### config.mk
export PLATFORM = sky130hd
export DESIGN_NAME = uart_tx_arbiter
export DESIGN_NICKNAME = d
export VERILOG_FILES = /design/src/rtl/uart_arb_pkg.sv /design/src/rtl/rr_arbiter.sv /design/src/rtl/uart_tx_arbiter.sv
export SDC_FILE = /design/constraint.sdc
export NUM_CORES = 1
export LEC_CHECK = 0
export CAP_MARGIN = 20
export CORE_MARGIN = 8
export CORE_UTILIZATION = 49
export DETAILED_ROUTE_END_ITERATION = 10
export HOLD_SLACK_MARGIN = 0.12
export MAX_ROUTING_LAYER = met4
export PLACE_DENSITY = 0.77
export RECOVER_POWER = 100
export SYNTH_ARGS = -nofsm -noshare
export SYNTH_HDL_FRONTEND = slang
export SYNTH_SLANG_ARGS = --single-unit
### constraint.sdc
create_clock -name clk -period 2.76 [get_ports clk]
set_input_delay 0.552 -clock clk [delete_from_list [all_inputs] [get_ports clk]]
set_output_delay 0.552 -clock clk [all_outputs]
set_load 0.005 [all_outputs]
### src/rtl/uart_arb_pkg.sv
// Shared types and helpers for the UART TX arbiter slice.
// Holds the arbiter FSM state encoding and the id-width helper.
package uart_arb_pkg;

   typedef enum logic [1:0] {
      IDLE      = 2'd0,
      WAIT_DONE = 2'd1,
      GAP       = 2'd2
   } arb_state_t;

   // Width of an index into n items, never narrower than one bit.
   function automatic int ID_W(input int n);
      return (n > 2) ? $clog2(n) : 1;
   endfunction

endpackage

### src/rtl/rr_arbiter.sv
// Winner select: requester 0 optionally absolute priority, others round-robin from ptr.
// Latency: winner is combinational; ptr updates on the grant edge. No backpressure of its own.
module rr_arbiter
   import uart_arb_pkg::*;
#(
   parameter int N_REQ = 3,
   parameter bit PRIO0 = 1'b1
) (
   input  logic                      clk,
   input  logic                      reset,
   input  logic [N_REQ-1:0]          req,
   input  logic                      grant,
   output logic [ID_W(N_REQ)-1:0]    winner
);

   localparam int W = ID_W(N_REQ);

   logic [W-1:0] ptr;
   logic [W-1:0] rr_win;
   logic         found;
   logic         prio_hit;
   int           idx;

   always_comb begin
      rr_win = ptr;
      found  = 1'b0;
      idx    = 0;
      for (int i = 0; i < N_REQ; i++) begin
         idx = (int'(ptr) + i) % N_REQ;
         if (!found && req[W'(idx)]) begin
            rr_win = W'(idx);
            found  = 1'b1;
         end
      end
   end

   assign prio_hit = PRIO0 && req[0];
   assign winner   = prio_hit ? '0 : rr_win;

   // A priority grant to requester 0 leaves the round-robin position untouched.
   always_ff @(posedge clk or posedge reset) begin
      if (reset) begin
         ptr <= '0;
      end else if (grant && !prio_hit) begin
         ptr <= (int'(rr_win) + 1 == N_REQ) ? '0 : rr_win + 1'b1;
      end
   end

endmodule

### src/rtl/uart_tx_arbiter.sv
// Shares one UART transmitter among N_REQ byte requesters; reports done/timeout to the owner.
// Latency: valid sampled at edge n -> strobe/accept in cycle n+1; holds off while u_tx_busy.
module uart_tx_arbiter
   import uart_arb_pkg::*;
#(
   parameter int N_REQ    = 3,
   parameter int DATA_LEN = 8,
   parameter bit PRIO0    = 1'b1,
   parameter int MAX_WAIT = 50000
) (
   input  logic                         clk,
   input  logic                         reset,
   input  logic [N_REQ-1:0]             req_valid,
   input  logic [N_REQ*DATA_LEN-1:0]    req_data,
   output logic [N_REQ-1:0]             req_accept,
   output logic [N_REQ-1:0]             req_done,
   output logic [N_REQ-1:0]             req_error,
   input  logic                         u_tx_busy,
   input  logic                         u_tx_done,
   output logic                         u_send_sig,
   output logic [DATA_LEN-1:0]          u_data_out,
   output logic                         busy,
   output logic [ID_W(N_REQ)-1:0]       grant_id
);

   localparam int IW = ID_W(N_REQ);
   localparam int CW = ID_W(MAX_WAIT);
   localparam logic [N_REQ-1:0] ONE = N_REQ'(1);

   arb_state_t      state;
   arb_state_t      state_nxt;
   logic [CW-1:0]   cnt;
   logic [IW-1:0]   winner;
   logic            grant;
   logic            done_ev;
   logic            err_ev;

   rr_arbiter #(
      .N_REQ (N_REQ),
      .PRIO0 (PRIO0)
   ) u_rr (
      .clk    (clk),
      .reset  (reset),
      .req    (req_valid),
      .grant  (grant),
      .winner (winner)
   );

   always_ff @(posedge clk or posedge reset) begin
      if (reset) begin
         state <= IDLE;
      end else begin
         state <= state_nxt;
      end
   end

   // Done is checked before expiry so a completion on the last cycle is never reported as an error.
   always_comb begin
      state_nxt = state;
      grant     = 1'b0;
      done_ev   = 1'b0;
      err_ev    = 1'b0;
      case (state)
         IDLE: begin
            if (|req_valid && !u_tx_busy) begin
               grant     = 1'b1;
               state_nxt = WAIT_DONE;
            end
         end
         WAIT_DONE: begin
            if (u_tx_done) begin
               done_ev   = 1'b1;
               state_nxt = GAP;
            end else if (cnt == CW'(MAX_WAIT - 1)) begin
               err_ev    = 1'b1;
               state_nxt = GAP;
            end
         end
         GAP:     state_nxt = IDLE;
         default: state_nxt = IDLE;
      endcase
   end

   always_ff @(posedge clk or posedge reset) begin
      if (reset) begin
         u_send_sig <= 1'b0;
         req_accept <= '0;
         req_done   <= '0;
         req_error  <= '0;
         u_data_out <= '0;
         grant_id   <= '0;
         cnt        <= '0;
      end else begin
         u_send_sig <= grant;
         req_accept <= grant   ? (ONE << winner)   : '0;
         req_done   <= done_ev ? (ONE << grant_id) : '0;
         req_error  <= err_ev  ? (ONE << grant_id) : '0;
         if (grant) begin
            u_data_out <= req_data[int'(winner)*DATA_LEN +: DATA_LEN];
            grant_id   <= winner;
            cnt        <= '0;
         end else if (state == WAIT_DONE) begin
            cnt <= cnt + 1'b1;
         end
      end
   end

   assign busy = (state != IDLE);

endmodule

Word level (Yosys, flattened, before mapping)
Cells that the tools add are included.
{ "totals": {"register_bits": 40, "in_bits": 31, "output_inout_bits": 21, "word_cells": 73} }
{ "classes": {"addsub": 5, "div": 3, "n_lt_le_gt_ge": 3, "eq_ne": 5, "shifts": 3, "mux": 32, "n_reduce_logical": 13} }
{ "ops": {"columns": ["op", "n"], "rows": [
  ["32-bit by 3-bit remainder unit with 32-bit output (second input constant)", 2],
  ["32-bit by 3-bit equality test with 1-bit output (second input constant)", 1],
  ["3-bit by 3-bit remainder unit with 32-bit output (second input constant)", 1],
  ["16-bit 2-to-1 mux", 2],
  ["24-bit by 6-bit indexed part select with 8-bit output", 1],
  ["16-bit by 1-bit adder with 16-bit output (second input constant)", 1],
  ["16-bit equality test (second input constant)", 1],
  ["2-bit 2-to-1 mux", 8],
  ["1-bit 2-to-1 mux", 15],
  ["2-bit by 4-bit less-than comparator with 1-bit output (second input constant)", 3],
  ["3-bit 2-to-1 mux", 3],
  ["2-bit by 1-bit adder with 3-bit output (second input constant)", 2],
  ["1-bit binary-select mux with 2-bit select", 3],
  ["1-bit by 2-bit << shifter with 3-bit output (first input constant)", 2],
  ["1-bit logical AND", 4],
  ["1-bit zero test", 4],
  ["2-bit case mux with 2 select lines", 1],
  ["2-bit nonzero test", 2],
  ["2-bit by 2-bit adder with 3-bit output (second input constant)", 1],
  ["3-bit inequality test (second input constant)", 1],
  ["3-bit OR reduction", 1],
  ["2-bit by 1-bit adder with 2-bit output (second input constant)", 1],
  ["2-bit by 1-bit equality test with 1-bit output (second input constant)", 1],
  ["2-bit zero test", 1],
  ["2 further kinds", 2]
]} }

Logic depth before layout (Yosys ltp)
Gate-level depths: netlist of the first run.
{ "depth": {"depth_word": 14, "depth_mapped": 10, "ltp_nobuf": 8} }

By module
From an unflattened synthesis of the first run, not the netlist that was laid out.
{ "hier_totals": {"cells_unflattened": 233, "area_unflattened_um2": 2175.8} }
{ "by_module_without_submodules": {"columns": ["module", "instances", "cells_per_inst", "area_per_inst_um2", "seq_area_each_um2"], "rows": [
  ["uart_tx_arbiter", 1, 183, 1774.2, 950.9],
  ["rr_arbiter", 1, 50, 401.6, 50.0]
]} }

Worst setup path before layout of the first run
No wires, ideal clock.
{ "synth_timing": {"path_kind": "reg2reg", "from": "register u_rr.ptr[0]", "to": "register u_data_out[0]", "setup_ps": 86, "t_arrival_ps": 2313, "t_required_ps": 2674, "slack_ps": 362, "stages_incl_launch_ff": 10, "path_buffers": 1, "period_less_slack_ps": 2398, "cell_sequence": "dfrtp_1 inv_1 ha_1 mux2i_1 o221ai_2 a221oi_4 nor2_2 or3b_1 buf_6 o221ai_2"} }
{ "synth_via": {"elab_chain_len": 13, "elab_cells_between_ends": 25, "cone_classes": "add/sub (2); div (3); shift (1); mux (15); reduce/logical (4)"} }
{ "synth_lines": {"columns": ["item", "line", "rtl"], "rows": [
  ["start, declared", "rr_arbiter.sv:18", "logic [W-1:0] ptr;"],
  ["start signal, assigned", "rr_arbiter.sv:45", "ptr <= (int'(rr_win) + 1 == N_REQ) ? '0 : rr_win + 1'b1;"],
  ["branches (longest 10 deep; another with 32-bit by 3-bit remainder unit with 32-bit output)", null, null],
  ["2-bit 2-to-1 mux *", "rr_arbiter.sv:30", "if (!found && req[W'(idx)]) begin"],
  ["2-bit 2-to-1 mux *", "rr_arbiter.sv:38", "assign winner = prio_hit ? '0 : rr_win;"],
  ["24-bit by 6-bit indexed part select with 8-bit output *", "uart_tx_arbiter.sv:99", "u_data_out <= req_data[int'(winner)*DATA_LEN +: DATA_LEN];"],
  ["end signal, assigned", "uart_tx_arbiter.sv:99", null],
  ["end, declared", "uart_tx_arbiter.sv:21", "output logic [DATA_LEN-1:0] u_data_out,"]
]} }
Mark *: on every way between the ends. The select of a mux whose other input is x is not followed.
A chain may end at the register's enable or synchronous reset.

Worst setup path in the final report of the first run
{ "layout_timing": {"from": "input req_valid[2]", "to": "register u_data_out[1]"} }
{ "layout_via": {"elab_chain_len": 12, "elab_cells_between_ends": 24, "cone_classes": "shift (1); mux (17); reduce/logical (6)"} }
{ "layout_lines": {"columns": ["item", "line", "rtl"], "rows": [
  ["start, declared", "uart_tx_arbiter.sv:13", "input logic [N_REQ-1:0] req_valid,"],
  ["1-bit binary-select mux with 2-bit select", "rr_arbiter.sv:30", null],
  ["1-bit 2-to-1 mux (implied by the code) (2 in a row)", "rr_arbiter.sv:30", null],
  ["1-bit 2-to-1 mux", "rr_arbiter.sv:30", null],
  ["1-bit zero test", "rr_arbiter.sv:30", null],
  ["1-bit logical AND", "rr_arbiter.sv:30", null],
  ["1-bit 2-to-1 mux", "rr_arbiter.sv:30", null],
  ["1-bit zero test", "rr_arbiter.sv:30", null],
  ["1-bit logical AND", "rr_arbiter.sv:30", null],
  ["2-bit 2-to-1 mux", "rr_arbiter.sv:30", null],
  ["2-bit 2-to-1 mux", "rr_arbiter.sv:38", null],
  ["24-bit by 6-bit indexed part select with 8-bit output", "uart_tx_arbiter.sv:99", null]
]} }
Parallel ways exist; a longest one is shown, timed or not. The select of a mux whose other input is x is not followed.

==> results of run 1 <==
per-stage QoR:
step	setup slack (ns)	total power, uW
3_5_place_dp	0.0577	1880
4_1_cts	0.234	2290
2_1_floorplan	0.362	1400
3_3_place_gp	0.107	1870
6_report	0.222	2210
5_1_grt	0.0666	2380
synth_stat cells (2+ instances only):
master,instances
xor2_1,3
nand3_1,11
or3_1,2
nand2b_1,3
nor3_1,5
clkbuf_1,2
o31ai_1,2
buf_2,3
inv_1,15
a21oi_1,2
inv_2,4
nor2b_1,3
nor2_1,17
dfrtp_1,40
nand4_1,4
o21ai_0,8
a22oi_1,5
ha_1,5
a31oi_1,6
and3_1,2
o2111a_1,3
nand2_1,20
o22ai_1,3
mux2i_1,8
o221ai_2,6
and3b_1,2
a32oi_1,3
o21ai_1,3
layout make-up:
cell class | instances | share of cell area (%)
Clock inverter | 2 | 0.529
Clock buffer | 6 | 2.91
Multi-Input combinational cell | 143 | 34.3
Sequential cell | 40 | 35.3
Timing Repair Buffer | 68 | 22.3
Tap cell | 50 | 2.20
Inverter | 19 | 2.51
kinds of logic (layout without fill, tap and decap cells):
| kind of cell | Yosys count | in the layout | share of synthesized area [%] |
|---|---|---|---|
| flops | 40 | 40 | 47.8 |
| buf+inv | 26 | 95 | 5.37 |
| simple gates | 77 | 77 | 18.4 |
| fa+ha+maj | 5 | 5 | 2.99 |
| compound gates | 49 | 49 | 19.8 |
| xor+xnor | 3 | 3 | 1.25 |
| mux | 9 | 9 | 4.36 |
metal layers:
metal / wire length, um / track usage, %
met1: 2310 / 21.5
met2: 2040 / 24.1
met3: 377 / 5.63
met4: 70 / 5.00
met5: 0 / -
state kept, by name (all words and copies together), names as in the netlist:
name / flops
state: 2
req_done: 3
grant_id: 2
req_accept: 3
cnt: 16
req_error: 3
u_send_sig: 1
u_rr.ptr: 2
u_data_out: 8
power by group through the flow:
stage	Clock, uW	Combinational (uW)	Sequential, uW
final	407	992	807
after global routing	448	1100	830
after CTS	416	1060	812
after detailed placement	0	1060	817
after global placement	0	1050	818
after floorplan	0	588	807
worst paths after layout:
path                            endpoint         start  slack, ns  cells past startpoint
setup / recovery           u_data_out[1]  req_valid[2]       0.22                      6
setup reg to reg           u_data_out[5]   u_rr.ptr[0]       0.23                      8
hold reg to reg                  cnt[15]       cnt[15]       0.49                      1
hold / removal                   cnt[15]       cnt[15]       0.49                      1
max in group asynchronous     u_send_sig         reset       1.19                      3
min in group asynchronous  req_accept[0]         reset       0.99                      3
==> results.ini, run 1 <==
[outcome]
outcome=finished, final reports clean

[worst_setup_path]
crit_required_ns=2.97
crit_chain=dlygate4sd3_1 -> clkbuf_1 -> o31ai_1 -> clkbuf_1 -> a22oi_1 -> o221ai_2
crit_buf_inv=3
end_kind=flip-flop
crit_slowest_cell=clkbuf_1
crit_top_cell=clkbuf_1
cp.arrival_ns=2.75
slowest_delay_ns=0.68
crit_fanout=18
worst_setup_path_start_kind=input pin
critPathKind=input pin to flip-flop
cp_top_family=buffers and inverters

[placement]
place.gp.congestion=0.806
io_buffers=51
dpl_cell_area_um2=2770
placedCellCount=320
hpwl_mm=3.70

[timing]
relSlewSlack_pct=37.0
final-hold-violation-count=0
skew_ns=0.00289
worstMarginPinSlew_ns=0.945
clock.fmax_ghz=0.394
setup_viol=0
min_period_over_period_pct=91.9
fin_crit_ns=2.54
setup_tns_ns=0
rsz0062_at_grt=false
whs_ns=0.487
slew_violations=0

[floorplanning]
die_x_um=81.4
core_um2=4060
die_h_um=81.4
ios=52
die_area_um2=6630
initial_core_util_pct=51.6
num_rows=23

[synth]
syn_area_um2=2100
yosysWarnings=0
ys_top_cells_by_area=dfrtp_1 48%, o221ai_2 4.3%, mux2i_1 3.8%
synth_edf_count=0
synth.distinct_cells=47
synth-seq-cells=40
ys_seq_area_share_pct=47.8
synth_flop_cell=dfrtp_1
synth_top_area_share_pct=47.8
synth_cells=209
avgSynthCellArea_um2=10.0
synthesis.nets=245
synth_top_area_cell=dfrtp_1
async_flop_share_pct=100

[clock_tree]
cts_setup_buffers=0
cts.sinks=40
clk_latency_ns=0.29
hold_buffers=0
cts_made_buffers=5
cts_max_level=2
root_buffer=clkbuf_8
cts_tree=done
clockBufferDepth=2
clkTransAtPathRegs_ns=0.08
cts_resized=0

[power_and_ir_drop]
leakagePower_uw=0.00130
seqPwrFrac_pct=36.6
ir_worst_vdd_mv=0.502
swShare_pct=35.8
power_frac_clock_pct=18.4
powerDensity_nw_per_um2=777
pwr-share-comb_pct=45.0
p_int_uw=1420
netSwitchingPower_uw=790

[cells_and_area]
fin_util_pct=70.0
layout_commonest_cell=dfrtp_1
multi_input_area_um2=973
nFillCells=289
final_layout_size_suffix_gt1_share_pct=11.5
area_growth_pct=35.5
diodes=0
finalNonFillerCells=328
design_area_um2=2840
nNetsFinal=313
seq_area_um2=1000
final_cell_mix=40 x dfrtp_1, 28 x clkdlybuf4s50_1, 23 x dlygate4sd3_1

[route]
drc_errors=0
first_pass_iters=4
viasPerCell=5.53
antenna_left=0
drt-initial-drc-count=92
routedWlPerCell_um=14.6
num_vias=1814
drt_wl_total_mm=4.80

[global_routing]
grt_pass1_wl_mm=8.46
antenna_found_initial=0
grt_pass1_vias=1829
track_usage_pct=16.7
grt_overflow=0
grt_max_degree=41

[run]
cap_violations=0

[min_path]
hold_class=flip-flop to flip-flop

Power figures use the tool's default switching activity.
==> run 2, diff against run 1 <==
--- a/config.mk
+++ b/config.mk
@@ -7,11 +7,11 @@
 export LEC_CHECK = 0
 export CAP_MARGIN = 20
 export CORE_MARGIN = 8
-export CORE_UTILIZATION = 49
+export CORE_UTILIZATION = 44
 export DETAILED_ROUTE_END_ITERATION = 10
 export HOLD_SLACK_MARGIN = 0.12
 export MAX_ROUTING_LAYER = met4
-export PLACE_DENSITY = 0.77
+export PLACE_DENSITY = 0.72
 export RECOVER_POWER = 100
 export SYNTH_ARGS = -nofsm -noshare
 export SYNTH_HDL_FRONTEND = slang
==> constraint.sdc (replaced) <==
create_clock -name clk -period 2.2 [get_ports clk]
set_input_delay 0.44 -clock clk [delete_from_list [all_inputs] [get_ports clk]]
set_output_delay 0.44 -clock clk [all_outputs]
set_load 0.005 [all_outputs]
==> run 2 against run 1 <==
  * The run now ends with negative setup slack left
  * Via count is 4.9% higher
  * Critical path depth is 4 higher
  * Cell count is 5.5% higher
  * Power is 48% higher
  * Wire length is 13% higher
  * Flip-flop and latch count stayed put
  * Sequential share of layout area is 3.0 points lower
  * Clock skew is 0.0030 ns higher
  * Count of clock-buffer cells in the layout stayed put
  * Global-route usage is 0.92 points lower
  * Die area is 9.1% higher
  * Setup slack worse by 0.29 ns
  * Critical path type unchanged
  * Critical endpoint is now u_data_out[0]
  * Largest power group unchanged
==> results.ini, run 2 (synthesized netlist as in run 1, its figures left out) <==
[outcome]
outcome=finished, violations left
violations=negative setup slack

[global_routing]
grt_overflow=0  ; unchanged
grt_pass1_vias=1923  ; +5.1%
track_usage_pct=15.7  ; -0.92 points
antenna_found_initial=0  ; unchanged
grt_pass1_wl_mm=8.93  ; +5.5%
grt_max_degree=41  ; unchanged

[cells_and_area]
nFillCells=378  ; +31%
design_area_um2=3110  ; +9.5%
regMostFlops=cnt
layout_commonest_cell=clkdlybuf4s50_1
largest_register_ffs=16  ; unchanged
area_growth_pct=48.3
multi_input_area_um2=1120  ; +15%
top_regs=cnt x16, u_data_out x8
diodes=0  ; unchanged
final_cell_mix=45 x clkdlybuf4s50_1, 38 x dfrtp_1, 26 x buf_4
final_layout_size_suffix_gt1_share_pct=25.3  ; +14 points
nNetsFinal=328  ; +4.8%
seq_area_um2=1000  ; +0.25%

[min_path]
hp-start=cnt[15]
min_path_cells=1  ; unchanged
holdPathEnd=cnt[15]
hold_class=flip-flop to flip-flop

[floorplanning]
num_rows=25  ; +8.7%
core_um2=4660  ; +15%
die_area_um2=7230  ; +9.1%
ios=52  ; unchanged
die_h_um=85.0  ; +4.4%
die_x_um=85.0  ; +4.4%
initial_core_util_pct=45.0  ; -6.7 points

[worst_setup_path]
r2r_end=u_data_out[0]
cp.arrival_ns=2.48  ; -0.27 ns
r2r_start=u_rr.ptr[1]
crit_slowest_cell=clkdlybuf4s50_1
crit_fanout=10  ; -8
crit_cells=10  ; +4
end_kind=flip-flop
slowest_delay_ns=0.63  ; -0.05 ns
critPathKind=input pin to flip-flop
reg2reg_setup_slack_ns=-0.04  ; -0.27 ns
crit_chain=clkdlybuf4s50_1 -> mux2i_1 -> o22ai_2 -> buf_4 -> a2bb2oi_2 -> buf_6 -> nor3b_4 -> o21ai_2 -> buf_12 -> o221ai_2
crit_required_ns=2.41  ; -0.56 ns
cp_top_family=buffers and inverters
crit_buf_inv=4  ; +1
worstRegToRegCells=8  ; unchanged
worst_setup_path_start_kind=input pin

[power_and_ir_drop]
p_int_uw=2100  ; +48%
seqPwrFrac_pct=31.6  ; -5.0 points
netSwitchingPower_uw=1170  ; +48%
ir_worst_vdd_mv=0.537  ; +6.8%
pwr-share-comb_pct=54.6  ; +9.6 points
leakagePower_uw=0.00138  ; +6.3%
power_frac_clock_pct=13.8  ; -4.6 points
powerDensity_nw_per_um2=1050  ; +35%
swShare_pct=35.7  ; -0.080 points

[clock_tree]
cts.sinks=40  ; unchanged
clkTransAtPathRegs_ns=0.07  ; about the same
cts_tree=done
root_buffer=clkbuf_8
hold_buffers=0  ; unchanged
cts_max_level=2  ; unchanged
clk_latency_ns=0.29  ; about the same
cts_made_buffers=5  ; unchanged
clockBufferDepth=2  ; unchanged

[timing]
skew_ns=0.00584  ; +0.00295 ns
slew_violations=0  ; unchanged
relSlewSlack_pct=35.3  ; -1.7 points
whs_ns=0.485  ; -0.00210 ns
setup_ws_ns=-0.0695  ; -0.292 ns
worstMarginPinSlew_ns=0.970  ; +0.0250 ns
clock.fmax_ghz=0.441
setup_viol=7  ; +7
setup_tns_ns=-0.357  ; -0.357 ns
rsz0062_at_grt=true
min_period_over_period_pct=103
final-hold-violation-count=0  ; unchanged
fin_crit_ns=2.27

[run]
cap_violations=0  ; unchanged

[placement]
hpwl_mm=3.92  ; +6.0%
dpl_cell_area_um2=2880  ; +4.0%
place.gp.congestion=0.852  ; +5.7%
io_buffers=51  ; unchanged

[route]
routedWlPerCell_um=15.7  ; +7.3%
num_vias=1902  ; +4.9%
antenna_left=0  ; unchanged
drt-initial-drc-count=103  ; +12%
viasPerCell=5.50  ; -0.60%
first_pass_iters=5  ; +1
drc_errors=0  ; unchanged
drt_wl_total_mm=5.43  ; +13%

## run 2: cell count changes in the layout (fill, tap and decap cells not counted), sizes merged
cell	before	now
clkinv	0	1
clkbuf	12	8
clkdlybuf4s50	28	45
buf	11	30
dlygate4sd3	23	6
clkinvlp	2	0
## run 2: cell type report
class | instances | share of cell area (%)
Sequential cell | 40 | 32.3
Clock inverter | 1 | 0.161
Tap cell | 54 | 2.17
Clock buffer | 6 | 2.33
Multi-Input combinational cell | 143 | 36.0
Inverter | 19 | 2.29
Timing Repair Buffer | 83 | 24.7
## run 2: timing repair
item                       in CTS  in global routing
setup endpoints to repair      12                 12
pin swaps                       1                  6
setup buffers                   3                  4
resized for setup              14                 11
gates cloned                    0                  0
## run 2: per-layer routing
metal	share of wire [%]	vias up	track usage, %
met4	1.4	0	5.34
met2	46	57	23.8
met1	48	919	19.4
met5	0	-	-
li1	-	918	-
met3	5.1	8	4.92
## run 2: worst max-delay path by stage
stage | slack, ns | end | start
2_1_floorplan | -0.09 | u_data_out[0] | u_rr.ptr[0]
3_3_place_gp | -0.31 | u_data_out[5] | req_valid[1]
3_5_place_dp | -0.38 | u_data_out[0] | req_valid[1]
4_1_cts | -0.02 | u_data_out[0] | u_rr.ptr[0]
5_1_grt | -0.13 | u_data_out[1] | u_rr.ptr[1]
6_report | -0.07 | u_data_out[0] | req_valid[1]
## run 2: stage by stage
| stage | total power [uW] | setup slack (ns) | utilization, % | std cells |
|---|---|---|---|---|
| after floorplan | 1850 | -0.0888 | - | 209 |
| after global placement | 2510 | -0.311 | 61.9 | 333 |
| after detailed placement | 2540 | -0.379 | 61.9 | 333 |
| after CTS | 3140 | -0.0226 | 65.2 | 343 |
| after global routing | 3460 | -0.128 | 66.7 | 346 |
| final | 3260 | -0.0695 | 66.7 | 346 |
## run 2: power groups by stage
stage | registers [uW] | clock network [uW] | logic [uW]
finish | 1030 | 449 | 1780
global route | 1050 | 499 | 1910
CTS | 1030 | 472 | 1640
detailed placement | 1030 | 0 | 1510
global placement | 1030 | 0 | 1490
floorplan | 1020 | 0 | 830
